==> src/rtl/inst_loader_pkg.sv <==
// ----------------------------------------------------------------------------
// inst_loader_pkg
// Shared definitions for the instruction-image loader:
//   ld_state_t   - loader FSM state encoding (3 bits)
//   LD_HDR_BYTES - bytes per header / data word in the stream
//   word_addr()  - byte address of word k relative to a base address
// ----------------------------------------------------------------------------
package inst_loader_pkg;

    typedef enum logic [2:0] {
        LD_S_HDR  = 3'd0,
        LD_S_DATA = 3'd1,
        LD_S_CSUM = 3'd2,
        LD_S_RUN  = 3'd3,
        LD_S_ERR  = 3'd4
    } ld_state_t;

    localparam int unsigned LD_HDR_BYTES = 4;

    // Word k lives at base + 4*k; wrap is not checked.
    function automatic logic [63:0] word_addr(input logic [63:0] base,
                                              input logic [31:0] k);
        return base + {30'd0, k, 2'b00};
    endfunction

endpackage

==> src/rtl/inst_loader_if.sv <==
// ----------------------------------------------------------------------------
// inst_loader_if
// Bundles the loader's byte stream, instruction-SRAM write port and status.
//   master - the loader: consumes in_valid/in_data, drives everything else
//   slave  - the environment: drives the stream, observes SRAM bus/status
// ----------------------------------------------------------------------------
interface inst_loader_if;

    logic        in_valid;
    logic [7:0]  in_data;
    logic        in_ready;
    logic        inst_sram_wen;
    logic [63:0] inst_sram_waddr;
    logic [31:0] inst_sram_wdata;
    logic        inst_sram_en_toif;
    logic        load_done;
    logic        load_err;
    logic [31:0] words_loaded;

    modport master (
        input  in_valid, in_data,
        output in_ready, inst_sram_wen, inst_sram_waddr, inst_sram_wdata,
               inst_sram_en_toif, load_done, load_err, words_loaded
    );

    modport slave (
        output in_valid, in_data,
        input  in_ready, inst_sram_wen, inst_sram_waddr, inst_sram_wdata,
               inst_sram_en_toif, load_done, load_err, words_loaded
    );

endinterface

==> src/rtl/inst_loader_ld_byte_asm.sv <==
// ----------------------------------------------------------------------------
// inst_loader_ld_byte_asm
// Little-endian 4-byte assembler used for both the header count and the
// program words.
//   clk, resetn  - clock, async active-low reset
//   shift_en     - a byte is accepted this cycle
//   byte_in      - the accepted byte
//   word         - assembled word including the current byte (valid with
//                  word_ready)
//   word_ready   - combinational pulse on the 4th byte of a word
// ----------------------------------------------------------------------------
module inst_loader_ld_byte_asm
    import inst_loader_pkg::*;
(
    input  logic        clk,
    input  logic        resetn,
    input  logic        shift_en,
    input  logic [7:0]  byte_in,
    output logic [31:0] word,
    output logic        word_ready
);

    logic [31:0] sh_q;
    logic [1:0]  idx_q;

    // New bytes enter at the top, so after three bytes sh_q[31:8] holds
    // {b2,b1,b0} and the fourth byte completes the word without a extra cycle.
    always_ff @(posedge clk or negedge resetn) begin
        if (!resetn) begin
            sh_q  <= '0;
            idx_q <= '0;
        end else if (shift_en) begin
            sh_q  <= {byte_in, sh_q[31:8]};
            idx_q <= idx_q + 2'd1;
        end
    end

    assign word       = {byte_in, sh_q[31:8]};
    assign word_ready = shift_en && (idx_q == 2'(LD_HDR_BYTES - 1));

endmodule

==> src/rtl/inst_loader.sv <==
// ----------------------------------------------------------------------------
// inst_loader
// Loads a program image from a byte stream into instruction SRAM, verifies an
// XOR checksum and then enables instruction fetch.
// Stream (little-endian): 4-byte word count N, N 4-byte words, 1 checksum
// byte equal to the XOR of all preceding bytes.
//   clk, resetn - clock, async active-low reset
//   bus         - inst_loader_if.master: in_valid/in_data/in_ready stream,
//                 inst_sram_wen/waddr/wdata write port, inst_sram_en_toif,
//                 load_done, load_err, words_loaded
// ----------------------------------------------------------------------------
module inst_loader
    import inst_loader_pkg::*;
#(
    parameter logic [63:0]     BASE_ADDR = 64'h0000_0000_0000_0000,
    parameter longint unsigned MAX_WORDS = 4096
) (
    input  logic          clk,
    input  logic          resetn,
    inst_loader_if.master bus
);

    localparam logic [63:0] MAX_W = 64'(MAX_WORDS);

    ld_state_t   state_q, state_d;
    logic        in_ready_q, in_ready_d;
    logic        hs, asm_shift, asm_ready, data_word;
    logic [31:0] asm_word;
    logic [31:0] hdr_n_q;
    logic [31:0] words_q;
    logic [7:0]  csum_q;
    logic        wen_q;
    logic [63:0] waddr_q;
    logic [31:0] wdata_q;
    logic        en_toif, load_err;

    assign hs        = bus.in_valid && in_ready_q;
    assign asm_shift = hs && (state_q == LD_S_HDR || state_q == LD_S_DATA);
    assign data_word = asm_ready && (state_q == LD_S_DATA);

    inst_loader_ld_byte_asm u_asm (
        .clk        (clk),
        .resetn     (resetn),
        .shift_en   (asm_shift),
        .byte_in    (bus.in_data),
        .word       (asm_word),
        .word_ready (asm_ready)
    );

    // State register; in_ready is registered so it stays low through reset
    // and rises on the first edge after release.
    always_ff @(posedge clk or negedge resetn) begin
        if (!resetn) begin
            state_q    <= LD_S_HDR;
            in_ready_q <= 1'b0;
        end else begin
            state_q    <= state_d;
            in_ready_q <= in_ready_d;
        end
    end

    // Next-state logic
    always_comb begin
        state_d = state_q;
        case (state_q)
            LD_S_HDR: begin
                if (asm_ready) begin
                    if ({32'd0, asm_word} > MAX_W) state_d = LD_S_ERR;
                    else if (asm_word == 32'd0)    state_d = LD_S_CSUM;
                    else                           state_d = LD_S_DATA;
                end
            end
            LD_S_DATA: begin
                if (data_word && (words_q + 32'd1 == hdr_n_q)) state_d = LD_S_CSUM;
            end
            LD_S_CSUM: begin
                if (hs) state_d = (bus.in_data == csum_q) ? LD_S_RUN : LD_S_ERR;
            end
            default: state_d = state_q;
        endcase
    end

    // Output logic
    always_comb begin
        in_ready_d = 1'b0;
        case (state_d)
            LD_S_HDR, LD_S_DATA, LD_S_CSUM: in_ready_d = 1'b1;
            default:                        in_ready_d = 1'b0;
        endcase
        en_toif  = (state_q == LD_S_RUN);
        load_err = (state_q == LD_S_ERR);
    end

    // Header count, checksum, word counter and SRAM write port.
    // waddr/wdata hold between strobes; wen is a single-cycle pulse.
    always_ff @(posedge clk or negedge resetn) begin
        if (!resetn) begin
            hdr_n_q <= '0;
            csum_q  <= '0;
            words_q <= '0;
            wen_q   <= 1'b0;
            waddr_q <= '0;
            wdata_q <= '0;
        end else begin
            wen_q <= data_word;
            if (asm_shift) csum_q <= csum_q ^ bus.in_data;
            if (asm_ready && state_q == LD_S_HDR) hdr_n_q <= asm_word;
            if (data_word) begin
                waddr_q <= word_addr(BASE_ADDR, words_q);
                wdata_q <= asm_word;
                words_q <= words_q + 32'd1;
            end
        end
    end

    assign bus.in_ready          = in_ready_q;
    assign bus.inst_sram_wen     = wen_q;
    assign bus.inst_sram_waddr   = waddr_q;
    assign bus.inst_sram_wdata   = wdata_q;
    assign bus.inst_sram_en_toif = en_toif;
    assign bus.load_done         = en_toif;
    assign bus.load_err          = load_err;
    assign bus.words_loaded      = words_q;

endmodule

==> src/flat_wrapper.sv <==
// flat-port wrapper written by rule: the top's interface ports become plain ports
module inst_loader_flat import inst_loader_pkg::*;
#(
    parameter logic [63:0]     BASE_ADDR = 64'h0000_0000_0000_0000,
    parameter longint unsigned MAX_WORDS = 4096
)
  (clk, resetn, bus_in_valid, bus_in_data, bus_in_ready, bus_inst_sram_wen, bus_inst_sram_waddr, bus_inst_sram_wdata, bus_inst_sram_en_toif, bus_load_done, bus_load_err, bus_words_loaded);
  inst_loader_if bus_i ();
  input  logic clk;
  input  logic resetn;
  input wire logic [$bits(bus_i.in_valid)-1:0] bus_in_valid;
  input wire logic [$bits(bus_i.in_data)-1:0] bus_in_data;
  output wire logic [$bits(bus_i.in_ready)-1:0] bus_in_ready;
  output wire logic [$bits(bus_i.inst_sram_wen)-1:0] bus_inst_sram_wen;
  output wire logic [$bits(bus_i.inst_sram_waddr)-1:0] bus_inst_sram_waddr;
  output wire logic [$bits(bus_i.inst_sram_wdata)-1:0] bus_inst_sram_wdata;
  output wire logic [$bits(bus_i.inst_sram_en_toif)-1:0] bus_inst_sram_en_toif;
  output wire logic [$bits(bus_i.load_done)-1:0] bus_load_done;
  output wire logic [$bits(bus_i.load_err)-1:0] bus_load_err;
  output wire logic [$bits(bus_i.words_loaded)-1:0] bus_words_loaded;
  assign bus_i.in_valid = bus_in_valid;
  assign bus_i.in_data = bus_in_data;
  assign bus_in_ready = bus_i.in_ready;
  assign bus_inst_sram_wen = bus_i.inst_sram_wen;
  assign bus_inst_sram_waddr = bus_i.inst_sram_waddr;
  assign bus_inst_sram_wdata = bus_i.inst_sram_wdata;
  assign bus_inst_sram_en_toif = bus_i.inst_sram_en_toif;
  assign bus_load_done = bus_i.load_done;
  assign bus_load_err = bus_i.load_err;
  assign bus_words_loaded = bus_i.words_loaded;
  inst_loader #(.BASE_ADDR(BASE_ADDR), .MAX_WORDS(MAX_WORDS)) u_core (.clk(clk), .resetn(resetn), .bus(bus_i));
endmodule
==> config.mk <==
export PLATFORM = sky130hd
export DESIGN_NAME = inst_loader_flat
export DESIGN_NICKNAME = d
export VERILOG_FILES = /design/src/rtl/inst_loader_pkg.sv /design/src/rtl/inst_loader_if.sv /design/src/rtl/inst_loader_ld_byte_asm.sv /design/src/rtl/inst_loader.sv /design/src/flat_wrapper.sv
export SDC_FILE = /design/constraint.sdc
export NUM_CORES = 1
export LEC_CHECK = 0
export BUFFER_PORTS_ARGS = -buffer_cell sky130_fd_sc_hd__buf_2
export CORE_MARGIN = 2
export CORE_UTILIZATION = 35
export DETAILED_ROUTE_END_ITERATION = 12
export GPL_ROUTABILITY_DRIVEN = 0
export GPL_TIMING_DRIVEN = 0
export PLACE_DENSITY = 0.57
export SKIP_LAST_GASP = 1
export SLEW_MARGIN = 20
export SYNTH_ARGS = -nofsm -noshare
export SYNTH_HDL_FRONTEND = slang
export SYNTH_SLANG_ARGS = --single-unit
==> constraint.sdc <==
create_clock -name clk -period 2.6 [get_ports clk]
set_input_delay 0.52 -clock clk [delete_from_list [all_inputs] [get_ports clk]]
set_output_delay 0.52 -clock clk [all_outputs]
set_load 0.03 [all_outputs]
# == Word level (Yosys, flattened, before mapping) ==
# Index checks and enable logic that the tools add are counted.
# totals
regBits,175
out_inout_bits,133
word_cells,42
# op_classes
add_sub_neg,2
n_lt_le_gt_ge,1
eq_ne,9
muxes,8
bitwise_logic,1
n_reduce_logical,11
# op_table
operator,count
$add A32 B1 Y32 const B,1
$eq A32 B32 Y1,1
$gt A32 B13 Y1 const B,1
$logic_not A32 Y1,1
$mux W3,5
$eq A3 B2 Y1 const B,3
$pmux W3 S3,1
$eq A8 B8 Y1,1
$xor A8 B8 Y8,1
$eq A3 B1 Y1 const B,2
$logic_and A1 B1 Y1,6
$logic_not A3 Y1,2
$eq A3 B3 Y1 const B,1
$reduce_or A3 Y1,1
$add A2 B1 Y2 const B,1
$eq A2 B2 Y1 const B,1
$mux W2,1
$logic_or A1 B1 Y1,1
$mux W1,1

# == Depth between registers and ports, before layout ==
# Gate-level depths: netlist (run 1).
# logic_depth
word_depth,11
ltp_mapped,9

# == Cells and area by module ==
# Synthesis (run 1) repeated with hierarchy kept, for this count alone.
# unflattened
hier_cells,806
hier_area_um2,8206.6
# by_module_without_submodules
module,n_inst,cells_each,area_per_inst_um2,seq_area_each_um2
inst_loader,1,741,7068.0,3528.4
inst_loader_ld_byte_asm,1,65,1138.6,650.6

# == Worst setup path before layout (run 1) ==
# OpenSTA, ideal clock, no wires.
# synth_path
path_kind,register to register
from,reg u_core.words_q[0] (netlist: u_core.bus.words_loaded[0])
to,reg u_core.state_q[0]
setup_time_ps,125
arrival_time_ps,2715
required_time_ps,2475
slack_ps,-239
path_stages_with_launch,10
path_buffers,0
synth_period_minus_slack_ps,2839
path_cell_list,dfrtp_1 ha_1 nand3_1 nor4_4 nand3_2 mux2_2 a31oi_1 or4_1 nor3_2 o21ai_1
# synth_via
elab_chain_cells,5
# synth_rtl
element,line_no,source
from (decl),inst_loader.sv:30,logic [31:0] words_q;
from (signal assigned),inst_loader.sv:111,words_q <= words_q + 32'd1;
$add A32 B1 Y32,inst_loader.sv:74,if (data_word && (words_q + 32'd1 == hdr_n_q)) state_d = LD_S_CSUM;
$eq A32 B32 Y1,inst_loader.sv:74,
$logic_and A1 B1 Y1,inst_loader.sv:74,
$mux W3,inst_loader.sv:74,
$pmux W3 S3,inst_loader.sv:65,case (state_q)
named net u_core.state_d[0],inst_loader.sv:25,"ld_state_t state_q, state_d;"
to (signal assigned),inst_loader.sv:57,state_q <= state_d;
to (decl),inst_loader.sv:25,
# The timed path passes the listed nets, and every way through them passes these cells.
# A chain may end at the register's enable or synchronous reset.

# == Worst setup path after layout (run 1) ==
# layout_path
from,reg u_core.words_q[15] (netlist: u_core.bus.words_loaded[15])
to,reg u_core.state_q[1]
# Same word-level chain as after synthesis.

==> results of run 1 <==
==> routing by layer <==
metal,global-route usage (%),wire length [um]
met5,0,0
met4,6.990,500
met3,3.528,979
met2,28.99,10060
met1,25.19,10080
==> sequential cells by signal, indices dropped and copies added (netlist names) <==
name                        count
u_core.bus.in_ready             1
u_core.bus.inst_sram_waddr     32
u_core.bus.inst_sram_wdata     32
u_core.bus.inst_sram_wen        1
u_core.bus.words_loaded        32
u_core.csum_q                   8
u_core.hdr_n_q                 32
u_core.state_q                  3
u_core.u_asm.idx_q              2
u_core.u_asm.sh_q              24
==> final cells by class <==
class	count	area [sq um]
multi-input cells	629	3742
flip-flops and latches	167	4202
clock buffers	19	452.9
repair buffers	159	969.7
plain buffers	66	410.4
clock inverters	12	116.4
fillers	2217	12370
inverters	5	18.77
well taps	285	356.6
==> worst paths after layout <==
path,startpoint,to,slack (ns),depth (start not counted)
setup / recovery,u_core.bus.words_loaded[15],u_core.state_q[1],-0.04,9
hold / removal,resetn,u_core.bus.inst_sram_wdata[3],0.09,1
setup reg to reg,u_core.bus.words_loaded[15],u_core.state_q[1],-0.04,9
hold reg to reg,u_core.bus.inst_sram_waddr[4],u_core.bus.inst_sram_waddr[4],0.47,2
max in group asynchronous,resetn,u_core.bus.words_loaded[20],1.63,2
min in group clk,bus_in_data[4],u_core.bus.inst_sram_wdata[28],0.36,3
==> Yosys cell counts (2+ instances only) <==
cell type  number
nand2_1       295
dfrtp_1       167
xnor2_1        52
buf_4          36
xor2_1         35
mux2_2         34
clkbuf_1       31
nor2_1         26
nand3_1        22
nor3_1         16
nor4_1         14
nand4_1        13
o21ai_0         9
a21oi_1         8
buf_2           8
a31oi_1         5
inv_1           5
nand3b_1        5
nor3b_1         4
or3_1           4
or4_1           4
a2111o_1        3
and3_2          3
and4_4          3
a311o_1         2
and3_1          2
ha_1            2
mux2i_1         2
nand4_2         2
nor3_2          2
nor4_4          2
o211ai_1        2
o22ai_1         2
==> layout by cell type (no fill, tap or decap), types with 3 or more instances in the layout <==
master / Yosys / final
a2111o_1: 3 / 3
a21oi_1: 8 / 8
a31oi_1: 5 / 5
and4_4: 3 / 4
buf_2: 8 / 110
buf_4: 36 / 77
buf_6: 1 / 7
clkbuf_1: 31 / 23
clkbuf_16: 0 / 17
clkbuf_2: 0 / 4
conb_1: 1 / 32
dfrtp_1: 167 / 149
dfrtp_2: 0 / 18
inv_1: 5 / 5
inv_6: 0 / 5
mux2_2: 34 / 34
nand2_1: 295 / 293
nand3_1: 22 / 17
nand3_2: 1 / 4
nand3b_1: 5 / 5
nand4_1: 13 / 13
nand4_4: 1 / 3
nor2_1: 26 / 25
nor3_1: 16 / 16
nor3b_1: 4 / 4
nor4_1: 14 / 12
nor4_4: 2 / 3
o21ai_0: 9 / 9
or3_1: 4 / 4
xnor2_1: 52 / 51
xor2_1: 35 / 34
==> critical path, cell delays in order, from the launching register on <==
cell      delay (ns)
dfrtp_1         0.37
buf_6           0.15
and4_4          0.24
nand2_2         0.10
or4_1           0.50
a21oi_1         0.19
o22ai_1         0.11
or4_4           0.54
nor3_4          0.20
nand2b_4        0.17
==> what timing repair did <==
| action | CTS | global route |
|---|---|---|
| buffers inserted | 45 | 2 |
| pin swaps | 17 | 5 |
| endpoints found under the setup margin | 80 | 67 |
| gates resized for setup | 43 | 9 |
| gates cloned | 1 | 0 |
==> metrics by stage <==
stage / util [%] / cells / hold slack, ns / power, mW / setup TNS (ns)
CTS: 45.12 / 1340 / 0.1229 / 7.643 / 0
detailed placement: 40.51 / 1274 / 0.4576 / 5.117 / -53.59
global route: 45.36 / 1342 / 0.1473 / 8.057 / -0.1799
global placement: 40.34 / 1273 / 0.4530 / 5.063 / -344.35
floorplan: - / 877 / 0.2244 / 4.628 / 0
finish: 45.36 / 1342 / 0.09357 / 7.624 / -0.03849
==> power breakdown <==
part | total, mW | internal (mW) | switching (mW)
combinational | 1.46 | 0.746 | 0.716
clock | 2.48 | 1.38 | 1.10
sequential | 3.68 | 3.08 | 0.608
==> cell families after synthesis <==
logic type                 after synthesis  share of synthesized area, %
adders and majority gates                2                        0.3095
AOI/OAI and AO/OA                       42                         3.560
muxes                                   37                         5.123
DFF                                    167                         51.69
and+or+nand+nor                        428                         24.14
buffers and inverters                   82                         5.696
xor gates and xnor gates                87                         9.426
other                                    1                       0.04639
==> results.md, run 1 <==
* Outcome: complete, but fails checks
* Failing checks: negative setup slack
* Vias per cell at between 4 and 5
* Worst Path Arrival at 3.01 ns
* Seq/Total Area, Yosys at 51.69%
* Max Fclk at between 0.3 and 0.4 GHz
* Post-layout min period at 2.637 ns
* RSZ-0062 raised after global routing: true
* Crit path max fanout at 10
* DR WL/cell at 16.11 um
* Critical Path Sink Type: flop
* PortBufs at 111
* Clk_lat worst skew at around 0.43 ns
* Total die area at about 24000 sq um
* Pwr Density at ~740 nW/um^2
* CTS tree: built
* Num ports at 144
* Initial detailed-routing violation count at 405
* DRC viols at 0
* Sink Count at ~170
* Initial antenna violation count at 0
* Post-synth top area cell: dfrtp_1
* Finished Cell Area at about 10000 sq um
* Yosys warning count at 0
* DP Area at between 9000 and 10000 sq um
* Hold Buf Count CTS at 0
* Root Buffer: clkbuf_16
* First-pass GRT wire length at 35.02 mm
* CP startpoint kind: flop
* Vias in the first global route at 6293
* Predominant post-synthesis flop cell: dfrtp_1
* Clock buffer depth at 2
* Synthesized flop and latch total at 167
* P&R area growth vs syn at 27.02%
* Avg Cell Area, Syn at 9.556 sq um
* Starting density of the core at a little over a third
* Row count at 55
* Vias at 6528
* Distinct cells, synth at 59
* Fin crit share at 101.4%
* Antenna diode count at 0
* Final Setup Violations at 2
* Yosys top cell area share at around 52%
* Post-DP HPWL at around 15 mm
* Required time worst endpoint at 2.97 ns
* Post-Synthesis Cells at 846
* Place WS at -0.9153 ns
* Clock skew at between 0.008 and 0.009 ns
* Total gr overflow at 0
* Nets at 1058
* Final hold vios at 0
* Total wire length at 21.62 mm
* CTS H-tree depth at 4
* Asr flop ratio synth at between 90% and 100%
* Pre-antenna DRT Iters at 8
* Largest net degree at the start of global routing at 86
* Setup ws final at -0.03708 ns
* Max-capacitance violation count at 0
* Slew Viols, Final at 0
* Critical path class: reg -> reg
* Min-delay worst type: in -> async
* Worst VDD drop at 0.3744 mV
* Netlist Area Pre-Place at 8084 sq um
* Die W at 156.0 um
* Static leakage power at 5.392 nW
* Antenna-violating nets left at 0
* Core box area at 22640 sq um
* Post-synth EDFFs at 0
* Layout cells sized above 1 at 30.46%
* Clock-pin slew on the worst setup and hold paths at 0.07 ns
* Worst slew margin at 42.74%
* Cts bufs inserted at 17
* DIE HEIGHT at roughly 160 um
* Synth area leaders: dfrtp_1 (52%), nand2_1 (14%), xnor2_1 (5.6%)
* Worst-margin pin slew at 0.8589 ns
* GRT Overall Usage at 18.40%
No activity file was read; power rests on OpenSTA's default activity.
==> inputs of run 2 (changes only) <==
ABC_AREA = 1   (was default)
==> results.md, run 2 <==
* Sink Count at 167 (unchanged)
* Distinct cells, synth at 32 (-46%)
* Core box area at 23470 sq um (+3.7%)
* Vias at 7297 (+12%)
* DP Area at 9515 sq um (+3.8%)
* GRT Overall Usage at 19.40% (+1.0 points)
* DR WL/cell at 15.52 um (-3.7%)
* DRC viols at 0 (unchanged)
* Met1 Track Usage GR at 27.40% (+2.2 points)
* Cts bufs inserted at 17 (unchanged)
* Worst slew margin at 49.32% (+6.6 points)
* Min-delay worst type: in -> reg
* Required time worst endpoint at 2.97 ns (about the same)
* CTS tree: built
* Critical Path Sink Type: flop
* Synth area leaders: dfrtp_1 (50%), nand2_1 (15%), o21ai_0 (9.8%)
* Most common cell in the netlist: nand2_1
* Outcome: completed
* Worst Path Arrival at 2.81 ns (-0.20 ns)
* Post-DP HPWL at 18.35 mm (+25%)
* Most frequent cells after synthesis: nand2_1 (344), dfrtp_1 (167), o21ai_0 (164), inv_1 (115), nand3_1 (67)
* Avg Cell Area, Syn at 7.838 sq um (-18%)
* Finished Cell Area at 10240 sq um (-0.32%)
* Synthesized flop and latch total at 167 (unchanged)
* Largest net degree at the start of global routing at 72 (-16%)
* Cell breakdown of the critical path: ha_2 -> nand2_1 -> nor2_4 -> nand2_4 -> nor2_8 -> nand2_1 -> nand2_1 -> nand2_1 -> nand2_1 -> nand2_1 -> nor2_1 -> nand2_1 -> nor2_2 -> nand3_2 -> nand2_2 -> nand3_2 -> a21oi_2
* Layout cells sized above 1 at 18.00% (-12 points)
* Netlist Area Pre-Place at 8379 sq um (+3.7%)
* First-pass GRT wire length at 38.32 mm (+9.4%)
* Crit path max fanout at 6 (-4)
* CP startpoint kind: flop
* Clock-pin slew on the worst setup and hold paths at 0.07 ns (about the same)
* Pwr Density at 552.0 nW/um^2 (-26%)
* Max-capacitance violation count at 0 (unchanged)
* Antenna diode count at 0 (unchanged)
* Commonest non-fill, non-tap cells in the layout: nand2_1 (344), dfrtp_1 (165), o21ai_0 (164), inv_1 (115), buf_2 (110)
* Root Buffer: clkbuf_16
* Post-synth EDFFs at 0 (unchanged)
* Final hold vios at 0 (unchanged)
* Vias per cell at 4.651 (-4.4%)
* Max Fclk at 0.4105 GHz (+8.3%)
* Num ports at 144 (unchanged)
* Finished Core Util at 43.61% (-1.7 points)
* Total wire length at 24.35 mm (+13%)
* Most Crowded Layer GR: met2
* Total die area at 25200 sq um (+3.6%)
* Die W at 158.7 um (+1.8%)
* M3 GR Usage at 4.415% (+0.89 points)
* Post-Synthesis Cells at 1069 (+26%)
* Antenna-violating nets left at 0 (unchanged)
* Worst VDD drop at 0.4681 mV (+25%)
* Predominant post-synthesis flop cell: dfrtp_1
* Worst-margin pin slew at 0.7602 ns (-0.09875 ns)
* Static leakage power at 5.167 nW (-4.2%)
* Critical Path Most Common Cell: nand2_1
* Clk_lat worst skew at 0.44 ns (about the same)
* Asr flop ratio synth at 100.0% (unchanged)
* CP max stage cell: dfrtp_2
* Pre-antenna DRT Iters at 5 (-3)
* M2 GR Usage at 30.13% (+1.1 points)
* P&R area growth vs syn at 22.16%
* Total gr overflow at 0 (unchanged)
* RSZ-0062 raised after global routing: false
* FILL cells at 2385 (+7.6%)
* Initial antenna violation count at 0 (unchanged)
* Commonest non-fill, non-tap cell in the layout: nand2_1
* PortBufs at 111 (unchanged)
* Yosys top cell area share at 49.87% (-1.8 points)
* Critical path class: reg -> reg
* Nets at 1250 (+18%)
* Starting density of the core at 35.70% (about the same)
* Seq/Total Area, Yosys at 49.87% (-1.8 points)
* CP peak stage delay at 0.42 ns (-0.12 ns)
* DIE HEIGHT at 158.7 um (+1.8%)
* Yosys warning count at 0 (unchanged)
* Row count at 56 (+1.8%)
* CTS H-tree depth at 4 (unchanged)
* Final Setup Violations at 0 (-2)
* Slew Viols, Final at 0 (unchanged)
* Initial detailed-routing violation count at 593 (+46%)
* Post-layout min period at 2.436 ns (-0.2012 ns)
* Clock buffer depth at 2 (unchanged)
* Vias in the first global route at 6943 (+10%)
* Fin crit share at 93.69% (-7.7 points)
* Clock skew at 0.007233 ns (-0.0008931 ns)
* Post-synth top area cell: dfrtp_1
==> run 2: worst paths after layout <==
kind	startpoint	slack [ns]	depth (start not counted)	endpoint
setup / recovery	u_core.bus.words_loaded[0]	0.16	17	u_core.bus.in_ready
hold / removal	bus_in_data[0]	0.42	4	u_core.csum_q[0]
min in group asynchronous	resetn	0.55	2	u_core.csum_q[3]
max in group asynchronous	resetn	1.36	3	u_core.bus.words_loaded[11]
setup reg to reg	u_core.bus.words_loaded[0]	0.16	17	u_core.bus.in_ready
hold reg to reg	u_core.bus.inst_sram_waddr[17]	0.48	2	u_core.bus.inst_sram_waddr[17]
==> run 2: critical path, delay by kind of cell (launching register included) <==
kind	cells	cell delay, ns
and+or+nand+nor	15	1.55
DFF	1	0.42
adders and majority gates	1	0.24
AOI/OAI and AO/OA	1	0.14
==> run 2: through the flow <==
step	worst slack (ns)	power, mW	setup TNS, ns	cells	hold WS [ns]
after floorplan	0.3596	2.757	0	1100	0.2244
after global placement	-1.736	2.832	-298.18	1530	0.4621
after detailed placement	-0.2959	2.845	-12.35	1532	0.4405
after CTS	0.04573	5.697	0	1565	0.4156
after global routing	0.001987	5.833	0	1569	0.4438
final	0.1642	5.650	0	1569	0.4178
==> run 2: final cells by class <==
cell class | count | area (sq um) | area share, %
well taps | 319 | 399.1 | 3.899
flip-flops and latches | 167 | 4182 | 40.85
repair buffers | 118 | 660.6 | 6.454
multi-input cells | 746 | 3508 | 34.27
clock buffers | 20 | 436.7 | 4.266
inverters | 119 | 446.7 | 4.364
clock inverters | 12 | 215.2 | 2.102
plain buffers | 68 | 387.9 | 3.789
==> run 2: kinds of logic (layout without fill, tap and decap cells) <==
group                    count (synthesis)  count (layout)  synth area share [%]
AO/OA/AOI/OAI                          170             170                 10.24
XOR/XNOR                                19              19                 2.315
adder cells (fa/ha/maj)                  2               2                0.2986
buffers and inverters                  187             337                 9.915
flip-flops                             167             167                 49.87
multiplexers                             1               1                0.1344
other                                    1              32               0.04475
AND/OR/NAND/NOR                        522             522                 27.18
==> run 2: metal layers <==
| metal | wire, um | up-vias |
|---|---|---|
| met3 | 1234 | 30 |
| li1 | - | 3670 |
| met1 | 11800 | 3406 |
| met2 | 10870 | 191 |
| met5 | 0 | - |
| met4 | 437 | 0 |
==> run 2: power by group <==
group	switching [mW]	leakage, nW	internal (mW)
Clock	1.13	0.314	1.73
Sequential	0	2.25	2.60
Combinational	0.142	2.60	0.0544
Total	1.27	5.17	4.38
==> run 2: repair_timing <==
action,in CTS,in global routing
endpoints found under the setup margin,21,22
setup buffers,0,4
pin swaps,0,1
hold endpoints to repair,40,0
hold buffers,1,0
resized for setup,3,8
